===== src/rtl/instruction_fetch_unit.sv =====
// Fetch stage: owns the word-index PC, buffers {pc, instr} pairs for decode.
// Define IFU_PERF_CNT_EN to add fetchCount/stallCount performance counters.
module instruction_fetch_unit #(
    parameter int unsigned    ADDR_W    = 10,
    parameter int unsigned    FQ_DEPTH  = 2,
    parameter logic [ADDR_W-1:0] RESET_PC = '0,
    parameter logic [31:0]    HALT_INSN = 32'h00000073
) (
    input  logic              clk,
    input  logic              rstN,
    input  logic              startIn,
    output logic [ADDR_W-1:0] imemAddr,
    input  logic [31:0]       imemData,
    input  logic              redirectValid,
    input  logic [ADDR_W-1:0] redirectTarget,
    output logic              instrValid,
    output logic [31:0]       instrOut,
    output logic [ADDR_W-1:0] pcOut,
    input  logic              decodeReady,
`ifdef IFU_PERF_CNT_EN
    output logic [31:0]       fetchCount,
    output logic [31:0]       stallCount,
`endif
    output logic              halted
);

    localparam int unsigned PW = (FQ_DEPTH > 1) ? $clog2(FQ_DEPTH) : 1;
    localparam int unsigned CW = PW + 1;

    typedef enum logic [1:0] {
        IDLE,
        RUN,
        HALT
    } state_t;

    state_t            state_q;
    state_t            state_d;
    logic [ADDR_W-1:0] pc_q;
    logic [CW-1:0]     count_q;
    logic [PW-1:0]     wptr_q;
    logic [PW-1:0]     rptr_q;
    logic [31:0]       iq_mem [FQ_DEPTH];
    logic [ADDR_W-1:0] pq_mem [FQ_DEPTH];
    logic [31:0]       instr_hold;
    logic [ADDR_W-1:0] pc_hold;
    logic              full;
    logic              pop;
    logic              push;

    assign instrValid = (count_q != '0);
    assign full       = (count_q == CW'(FQ_DEPTH));
    // a redirect voids any pop: the head is discarded with the flush
    assign pop        = instrValid && decodeReady && !redirectValid;
    assign push       = (state_q == RUN) && !redirectValid && (!full || pop);

    assign imemAddr = pc_q;
    assign halted   = (state_q == HALT);
    assign instrOut = instrValid ? iq_mem[rptr_q] : instr_hold;
    assign pcOut    = instrValid ? pq_mem[rptr_q] : pc_hold;

    always_comb begin
        state_d = state_q;
        case (state_q)
            IDLE: if (startIn) state_d = RUN;
            RUN: begin
                if (push && imemData == HALT_INSN) state_d = HALT;
            end
            HALT: if (startIn || redirectValid) state_d = RUN;
            default: state_d = IDLE;
        endcase
    end

    always_ff @(posedge clk or negedge rstN) begin
        if (!rstN) begin
            state_q    <= IDLE;
            pc_q       <= RESET_PC;
            count_q    <= '0;
            wptr_q     <= '0;
            rptr_q     <= '0;
            instr_hold <= '0;
            pc_hold    <= '0;
        end else begin
            state_q <= state_d;
            if (instrValid) begin
                instr_hold <= iq_mem[rptr_q];
                pc_hold    <= pq_mem[rptr_q];
            end
            if (redirectValid) begin
                count_q <= '0;
                wptr_q  <= '0;
                rptr_q  <= '0;
                pc_q    <= redirectTarget;
            end else begin
                if (push) begin
                    wptr_q <= wptr_q + PW'(1);
                    pc_q   <= pc_q + ADDR_W'(1);
                end
                if (pop) rptr_q <= rptr_q + PW'(1);
                case ({push, pop})
                    2'b10:   count_q <= count_q + CW'(1);
                    2'b01:   count_q <= count_q - CW'(1);
                    default: count_q <= count_q;
                endcase
            end
        end
    end

    // storage needs no reset: reads are masked by count
    always_ff @(posedge clk) begin
        if (push) begin
            iq_mem[wptr_q] <= imemData;
            pq_mem[wptr_q] <= pc_q;
        end
    end

`ifdef IFU_PERF_CNT_EN
    always_ff @(posedge clk or negedge rstN) begin
        if (!rstN) begin
            fetchCount <= '0;
            stallCount <= '0;
        end else begin
            if (push) fetchCount <= fetchCount + 32'd1;
            if (state_q == RUN && full && !pop) stallCount <= stallCount + 32'd1;
        end
    end
`endif

endmodule


===== config.mk =====
export PLATFORM = sky130hd
export DESIGN_NAME = instruction_fetch_unit
export DESIGN_NICKNAME = d
export VERILOG_FILES = /design/src/rtl/instruction_fetch_unit.sv
export SDC_FILE = /design/constraint.sdc
export NUM_CORES = 1
export LEC_CHECK = 0
export CORE_ASPECT_RATIO = 1.5
export CORE_MARGIN = 5
export CORE_UTILIZATION = 56
export CTS_BUF_LIST = sky130_fd_sc_hd__clkbuf_16
export DETAILED_ROUTE_END_ITERATION = 7
export GPL_TIMING_DRIVEN = 0
export HOLD_SLACK_MARGIN = 0.12
export PLACE_DENSITY = 0.85
export REMOVE_ABC_BUFFERS = 1
export SLEW_MARGIN = 20
export SYNTH_ARGS = -nofsm -noshare
export SYNTH_HDL_FRONTEND = slang
export SYNTH_SLANG_ARGS = --single-unit

===== constraint.sdc =====
create_clock -name clk -period 14.02 [get_ports clk]
set_input_delay 2.103 -clock clk [delete_from_list [all_inputs] [get_ports clk]]
set_output_delay 2.103 -clock clk [all_outputs]
set_load 0.005 [all_outputs]

# Yosys cells after proc, flatten, opt, wreduce, memory -nomap -nowiden
# Memory sizes are Yosys's and may differ from the RTL's.
# Index checks and enable logic that the tools add are counted.
[op_classes]
add_sub_neg = 5
eq_ne = 9
muxes = 16
n_reduce_logical = 15
[op_table]
columns = ["cell", "n"]
rows = [
  ["$eq 32x7->1 const B", 1],
  ["$mux 32", 1],
  ["$mux 10", 3],
  ["$add 10x1->10 const B", 1],
  ["$mux 2", 4],
  ["$eq 2x2->1 const B", 3],
  ["$mux 1", 6],
  ["$pmux 2 s3", 1],
  ["$reduce_bool 2->1", 3],
  ["$logic_and 1x1->1", 5],
  ["$eq 2x1->1 const B", 2],
  ["$ne 2x1->1 const B", 2],
  ["$pmux 2 s2", 1],
  ["$reduce_and 3->1", 1],
  ["$reduce_bool 3->1", 1],
  ["$add 1x1->1 const B", 2],
  ["$add 2x1->2 const B", 1],
  ["$logic_not 1->1", 2],
  ["$logic_not 2->1", 1],
  ["$logic_or 1x1->1", 2],
  ["$ne 2x2->1 const B", 1],
  ["$sub 2x1->2 const B", 1],
]
[word_totals]
regBits = 58
ram_bits = 84
in_bits = 47
out_inout_bits = 54
elab_cells = 54
memories = 2
[mem_list]
columns = ["memory", "depth", "width", "rd", "rd_clocked_by_memory_dff", "wr", "line", "text"]
rows = [
  ["iq_mem", 2, 32, 1, 0, 1, "42", "logic [31:0] iq_mem [FQ_DEPTH];"],
  ["pq_mem", 2, 10, 1, 0, 1, "43", "logic [ADDR_W-1:0] pq_mem [FQ_DEPTH];"],
]

# Depth between registers and ports, before layout
# Gate-level depths: netlist (run 1).
[depth]
word_depth = 8
ltp_mapped = 6
depth_no_buf = 4

# Worst setup path after synthesis (run 1)
# No wires, ideal clock.
[synth_timing]
kind = "input to register"
from = "input port redirectValid"
to = "memory iq_mem[1][0] (enable)"
setup_time_ns = 0.502
arrival_ns = 5.631
required_ns = 13.518
setup_slack_ns = 7.887
path_stages = 3
path_buffers = 2
cell_sequence = "clkbuf_1 clkbuf_1 nor3b_1"
[synth_between]
elab_chain_cells = 6
[synth_rtl]
columns = ["item", "line", "text"]
rows = [
  ["start, declared", "14", "input logic redirectValid,"],
  ["$logic_not 1->1 *", "53, 54", ""],
  ["$logic_and 1x1->1", "53", "assign pop = instrValid && decodeReady && !redirectValid;"],
  ["$logic_or 1x1->1", "54", "assign push = (state_q == RUN) && !redirectValid && (!full || pop);"],
  ["$logic_and 1x1->1 *", "54", ""],
  ["$mux 1 *", "110", "if (push) begin"],
  ["$mux 1 (implied by the code) *", "111", "iq_mem[wptr_q] <= imemData;"],
  ["end, declared", "42", ""],
]
# Mark *: on every way between the ends. The rest lies on a longest branch, timed or not.

# Final worst setup path (run 1)
[layout_timing]
from = "register count_q[1]"
to = "output port pcOut[3]"
[layout_between]
elab_chain_cells = 2
[layout_rtl]
columns = ["item", "line", "text"]
rows = [
  ["start, declared", "39", "logic [CW-1:0] count_q;"],
  ["start signal, assigned", "100", "2'b10: count_q <= count_q + CW'(1);"],
  ["start signal, assigned", "101", "2'b01: count_q <= count_q - CW'(1);"],
  ["start signal, assigned", "102", "default: count_q <= count_q;"],
  ["$reduce_bool 2->1", "50", "assign instrValid = (count_q != '0);"],
  ["$mux 10", "-", ""],
  ["end, declared", "18", "output logic [ADDR_W-1:0] pcOut,"],
]
# Every way passes these cells.

==> results of run 1 <==
==> cell usage after synthesis, types with 2 or more instances <==
library cell / count
a21oi_1: 44
and3_1: 2
buf_1: 6
buf_2: 5
clkbuf_1: 9
dfrtp_1: 58
edfxtp_1: 84
mux2i_1: 43
nand2_1: 14
nand3_1: 3
nand4_1: 5
nor2_1: 48
nor2b_1: 4
nor3b_1: 2
nor4_1: 6
o21ai_0: 12
o31a_1: 2
or4_1: 2
xor2_1: 8
==> metrics by stage <==
step | hold WS (ns) | util [%]
floorplan | 0.494 | -
global placement | 0.507 | 69.2
detailed placement | 0.539 | 70.8
CTS | 0.550 | 77.6
global route | 0.578 | 77.6
finish | 0.546 | 77.6
==> per-layer routing <==
metal / part of all wire [%] / vias up
met5: 0 / -
met4: 2.3 / 0
met3: 4.3 / 19
met2: 55 / 102
met1: 38 / 1690
li1: - / 1602
==> worst max-delay path: stages (launching register included) <==
cell	delay, ns
dfrtp_1	0.42
or2_4	0.39
buf_12	0.29
nor2_1	0.08
a21oi_1	0.25
clkdlybuf4s50_1	0.57
==> power by group through the flow <==
stage / Clock [mW] / Combinational [mW] / Sequential [mW]
2_1_floorplan: 0 / 0.103 / 0.555
3_5_place_dp: 0 / 0.254 / 0.564
6_report: 0.471 / 0.255 / 0.556
5_1_grt: 0.498 / 0.276 / 0.565
3_3_place_gp: 0 / 0.239 / 0.563
4_1_cts: 0.477 / 0.258 / 0.557
==> sequential cells by signal (all words and copies together) (netlist names) <==
name,cells
imemAddr,10
state_q,2
count_q,2
rptr_q,1
pc_hold,10
pq_mem,20
iq_mem,64
instr_hold,32
wptr_q,1
==> cells by family (layout without fill, tap and decap cells) <==
family                   Yosys count  after routing  share of synthesized area [%]
buffers and inverters             21            145                           1.58
XOR/XNOR                           8              8                           1.30
adder cells (fa/ha/maj)            1              1                          0.232
AND/OR/NAND/NOR                   98             98                           8.90
multiplexers                      43             43                           8.00
flip-flops                       142            142                           73.8
AO/OA/AOI/OAI                     62             62                           6.14
==> layout make-up <==
cell class	count	area (µm²)
Fill cell	545	2080
Clock inverter	15	209
Tap cell	112	140
Sequential cell	142	3980
Inverter	1	3.75
Timing Repair Buffer	112	1130
Clock buffer	17	425
Multi-Input combinational cell	212	1340
==> how the worst max path moves through the flow <==
stage,startpoint,end,slack (ns),depth (start not counted)
after floorplan,decodeReady,iq_mem[1][0],7.93,3
after global placement,redirectValid,iq_mem[1][18],5.44,2
after detailed placement,redirectValid,iq_mem[0][26],9.42,5
after CTS,rptr_q,pcOut[5],9.45,3
after global routing,count_q[0],pcOut[4],9.34,5
final,count_q[1],pcOut[3],9.47,5
==> results.md, run 1 <==
- Run status: complete, no violations
- Met3 Track Usage GR: 4.79%
- Reg-to-reg endpoint: iq_mem[1][6]
- Largest net degree at the start of global routing: 56
- Vias: 3,413
- Slew HR: 36.5%
- Share of post-route cells with drive strength above 1: 10.2%
- Crit path arrival time: 2.45 ns
- CP Max Fanout: 55
- Non-filler instance count after layout: 611
- Cells after Synth: 375
- Leakage power: 2.64 nW
- Sequential Power Share: 43.4%
- Via-to-Cell Ratio: 5.59
- Final min period: 4.55 ns
- Sequential share of the synthesized area: 73.8%
- Fin crit share: 32.5%
- DP Worst Slack: 9.42 ns
- Number of global-route vias before repair: 3,580
- Top-level I/O count: 101
- Chip width: 90.0 µm
- CTS Hold Bufs: 0
- DR iter-0 viols: 181
- Comb pwr share: 19.9%
- Die area: 11,700 µm²
- Sw Ratio: 25.2%
- Top Usage Layer GRT: met2
- CTS resizes: 0
- Fmax: 220 MHz
- VDD IR-drop max: 0.142 mV
- I/O Buffers: 100
- P&R area growth vs syn: 34.2%
- Post-route cell area: 7220 µm²
- Post-CTS setup buffer count: 0
- Max cap viols: 0
- First-pass GRT wire length: 18,000 µm
- Fin Clk Skew: 0.00775 ns
- Commonest non-fill, non-tap cell in the layout: clkdlybuf4s50_1
- Count of cell types in the netlist: 37
- Main area contributors after synthesis: edfxtp_1 47%, dfrtp_1 27%, mux2i_1 8.0%, a21oi_1 4.1%, nor2_1 3.3%
- Unrepaired setup endpoints after global routing: no
- Initial antenna violation count: 0
- Num CTS Buffers: 17
- Routed wire length: 11,300 µm
- DRC viols: 0
- GR Util met2: 36.1%
- N_diodes: 0
- Worst r2r src: state_q[0]
- Internal power: 960 µW
- GRT met1 Usage: 23.0%
- Cell Count Post-Placement: 579
- Worst setup SP type: flop
- Reg2reg setup slack: 11.51 ns
- CTS tree: built
- Clk network pwr share: 36.7%
- Synth Area per Inst: 14.4 µm²
- Clock-pin slew on the worst setup and hold paths: 0.06 ns
- DP Area: 6590 µm²
- Die Span Y: 130 µm
- CP required: 11.92 ns
- CP Class: reg2out
- Initial Util: 57.8%
- Total number of placement rows: 43
- Pre-antenna DRT Iters: 4
- Global Route Usage Sum: 20.1%
- Syn. warnings: 0
- Worst hold path type: reg2reg
- Yosys top cell by area: edfxtp_1
- Worst Hold End: instr_hold[21]
- RD Place Congestion: 0.807
- CTS Buffer Depth: 2
- Clock Root Buffer: clkbuf_16
- Asr flop ratio synth: 40.8%
- Pwr dens: 178 nW/µm²
- Post-Syn Area: 5380 µm²
- Global route total overflow: 0
- Nets@finish: 534
- Worst reg-to-reg path cell count: 6
- Final hold viol count: 0
- DP Wirelength: 7610 µm
- Least-Margin Pin Slew: 0.949 ns
- Clk sink count: 142
- Most frequent cells in the layout: 99 x clkdlybuf4s50_1, 84 x edfxtp_1, 57 x dfrtp_1
- Tot Pwr: 1.28 mW
- Final-report max-slew violation count: 0
- Post-synth EDFFs: 84
- Share of the synthesized area in the top cell type: 46.9%
- Flops & latches, synth: 142
- Antenna viol nets, final: 0
- Final setup TNS: 0 ns
- Clk Latency, worst-skew pair: 0.41 ns
- Post-synth top flop: edfxtp_1
- Core area: 9310 µm²
- CP endpoint kind: output pin
- Switching power: 322 µW
- Hold depth: 2
- Routed len/inst: 18.5 µm
- Setup ws final: 9.47 ns
- Worst Hold Launch: instr_hold[21]
- # H-tree levels: 4
- Final setup violation count: 0
Power figures use the tool's default switching activity.
==> run 2, diff against run 1 <==
--- a/config.mk
+++ b/config.mk
@@ -7,12 +7,12 @@
 export LEC_CHECK = 0
 export CORE_ASPECT_RATIO = 1.5
 export CORE_MARGIN = 5
-export CORE_UTILIZATION = 56
+export CORE_UTILIZATION = 52
 export CTS_BUF_LIST = sky130_fd_sc_hd__clkbuf_16
 export DETAILED_ROUTE_END_ITERATION = 7
 export GPL_TIMING_DRIVEN = 0
 export HOLD_SLACK_MARGIN = 0.12
-export PLACE_DENSITY = 0.85
+export PLACE_DENSITY = 0.8
 export REMOVE_ABC_BUFFERS = 1
 export SLEW_MARGIN = 20
 export SYNTH_ARGS = -nofsm -noshare
==> constraint.sdc (replaced) <==
create_clock -name clk -period 4.6 [get_ports clk]
set_input_delay 0.69 -clock clk [delete_from_list [all_inputs] [get_ports clk]]
set_output_delay 0.69 -clock clk [all_outputs]
set_load 0.005 [all_outputs]
==> run 2 against run 1 <==
  * Combinational power rose to 3.1 times the previous value
  * Highest routed layer unchanged
  * Die area rose by 7.0%
  * Clock skew fell by 0.0016 ns
==> results.md, run 2 (same netlist as run 1, synthesis figures left out) <==
- Largest net degree at the start of global routing: 64 (was 56)
- Worst hold path type: in2async (was reg2reg)
- Post-CTS setup buffer count: 0 (unchanged)
- Reg area: 3980 µm² (unchanged)
- Non-filler instance count after layout: 616 (was 611)
- Least-Margin Pin Slew: 0.962 ns (was 0.949 ns)
- Crit path arrival time: 2.35 ns (was 2.45 ns)
- Final min period: 3.04 ns
- Max cap viols: 0 (unchanged)
- Pwr dens: 525 nW/µm² (was 178 nW/µm²)
- Most frequent cells in the layout: 99 x clkdlybuf4s50_1, 84 x edfxtp_1, 57 x dfrtp_1 (unchanged)
- I/O Buffers: 100 (unchanged)
- CP Max Fanout: 63 (was 55)
- Origin of the worst setup path: count_q[0] (was count_q[1])
- Via-to-Cell Ratio: 5.50 (was 5.59)
- Layout filler cell count: 709 (was 545)
- CP Class: reg2out (unchanged)
- Die area: 12,500 µm² (was 11,700 µm²)
- First-pass GRT wire length: 18,100 µm (was 18,000 µm)
- Cell Count Post-Placement: 584 (was 579)
- Clk network pwr share: 34.6% (was 36.7%)
- Num CTS Buffers: 17 (unchanged)
- VDD IR-drop max: 0.264 mV (was 0.142 mV)
- P&R area growth vs syn: 33.4% (was 34.2%)
- Worst r2r src: state_q[0] (unchanged)
- DR iter-0 viols: 177 (was 181)
- Clock Root Buffer: clkbuf_16 (unchanged)
- Worst reg-to-reg path cell count: 5 (was 6)
- RD Place Congestion: 0.809 (was 0.807)
- CTS resizes: 0 (unchanged)
- Unrepaired setup endpoints after global routing: no (unchanged)
- CTS Hold Bufs: 0 (unchanged)
- Routed len/inst: 18.6 µm (was 18.5 µm)
- Largest register FFs: 64 (unchanged)
- Reg2reg setup slack: 1.96 ns (was 11.51 ns)
- DP Wirelength: 7720 µm (was 7610 µm)
- CTS Buffer Depth: 2 (unchanged)
- Clk sink count: 142 (unchanged)
- Largest regs: iq_mem: 64 flops, instr_hold: 32 flops, pq_mem: 20 flops (unchanged)
- Final hold viol count: 0 (unchanged)
- Commonest non-fill, non-tap cell in the layout: clkdlybuf4s50_1 (unchanged)
- Global route total overflow: 0 (unchanged)
- Fin Clk Skew: 0.00618 ns (was 0.00775 ns)
- Leakage power: 2.61 nW (was 2.64 nW)
- Post-route cell area: 7180 µm² (was 7220 µm²)
- Total number of placement rows: 45 (was 43)
- Final-report max-slew violation count: 0 (unchanged)
- Share of post-route cells with drive strength above 1: 9.82% (was 10.2%)
- DRC viols: 0 (unchanged)
- Clk Latency, worst-skew pair: 0.41 ns (about the same)
- Core area: 10,100 µm² (was 9310 µm²)
- CP required: 3.91 ns (was 11.92 ns)
- Reg-to-reg endpoint: iq_mem[0][22] (was iq_mem[1][6])
- CTS tree: built (unchanged)
- Run status: complete, no violations (unchanged)
- Initial Util: 53.1% (was 57.8%)
- Die Span Y: 135 µm (was 130 µm)
- Routed wire length: 11,400 µm (was 11,300 µm)
- N_diodes: 0 (unchanged)
- Sequential Power Share: 44.4% (was 43.4%)
- Fin crit share: 66.2%
- Fmax: 329 MHz
- Sw Ratio: 25.5% (was 25.2%)
- Vias: 3,389 (was 3,413)
- Final setup violation count: 0 (unchanged)
- Worst setup SP type: flop (unchanged)
- # H-tree levels: 4 (unchanged)
- Antenna viol nets, final: 0 (unchanged)
- Internal power: 2.81 mW (was 960 µW)
- DP Area: 6600 µm² (was 6590 µm²)
- Global Route Usage Sum: 19.4% (was 20.1%)
- CP endpoint kind: output pin (unchanged)
- Chip width: 93.1 µm (was 90.0 µm)
- Top-level I/O count: 101 (unchanged)
- Comb pwr share: 21.0% (was 19.9%)
- Clock-pin slew on the worst setup and hold paths: 0.06 ns (about the same)
- Nets@finish: 534 (unchanged)
- Reg with most FFs: iq_mem (unchanged)
- Pre-antenna DRT Iters: 4 (unchanged)
- Multi-input logic area: 1340 µm² (unchanged)
- Initial antenna violation count: 0 (unchanged)
- Switching power: 960 µW (was 322 µW)
- Number of global-route vias before repair: 3,576 (was 3,580)
- Slew HR: 35.6% (was 36.5%)
-- run 2: final cells by class --
| type | instances | share of cell area [%] |
|---|---|---|
| clock inverters | 15 | 2.07 |
| well taps | 117 | 2.04 |
| flip-flops and latches | 142 | 55.4 |
| multi-input cells | 212 | 18.6 |
| clock buffers | 17 | 5.93 |
| inverters | 1 | 0.0523 |
| repair buffers | 112 | 15.9 |
-- run 2: layer usage --
metal | share of wire [%] | GRT usage (%) | up-vias
met1 | 37 | 20.2 | 1670
met3 | 6.1 | 6.19 | 15
met4 | 1.3 | 8.31 | 0
met5 | 0 | 0 | -
met2 | 55 | 35.4 | 102
li1 | - | - | 1602
-- run 2: worst max-delay path, cell delays in order, from the launching register on --
cell and delay [ns]:
dfrtp_1 0.42, or2_4 0.34, buf_16 0.27, nor2_1 0.07, a21oi_1 0.25, clkdlybuf4s50_1 0.56
-- run 2: how the worst max path moves through the flow --
stage | cells past startpoint | to
after floorplan | 3 | iq_mem[1][0]
after global placement | 2 | iq_mem[1][26]
after detailed placement | 4 | iq_mem[0][26]
after CTS | 5 | instrOut[7]
after global routing | 5 | instrOut[10]
final | 5 | instrOut[7]
-- run 2: power by group through the flow --
| stage | clock network [mW] | logic (mW) | registers [mW] |
|---|---|---|---|
| global placement | 0 | 0.727 | 1.72 |
| global route | 1.38 | 0.864 | 1.69 |
| CTS | 1.33 | 0.806 | 1.68 |
| detailed placement | 0 | 0.798 | 1.70 |
| finish | 1.30 | 0.790 | 1.67 |
| floorplan | 0 | 0.314 | 1.69 |
-- run 2: per-stage QoR --
step                      hold WS [ns]  setup slack, ns  setup TNS (ns)  utilization (%)  power [mW]
final                            0.164             1.56               0             70.8        3.77
after global routing             0.170             1.41               0             70.8        3.94
after CTS                        0.156             1.52               0             70.8        3.81
after detailed placement         0.521             1.27               0             65.2        2.50
after global placement           0.509            -2.78         -217.48             63.6        2.45
after floorplan                  0.394          -0.0754           -3.17                -        2.01
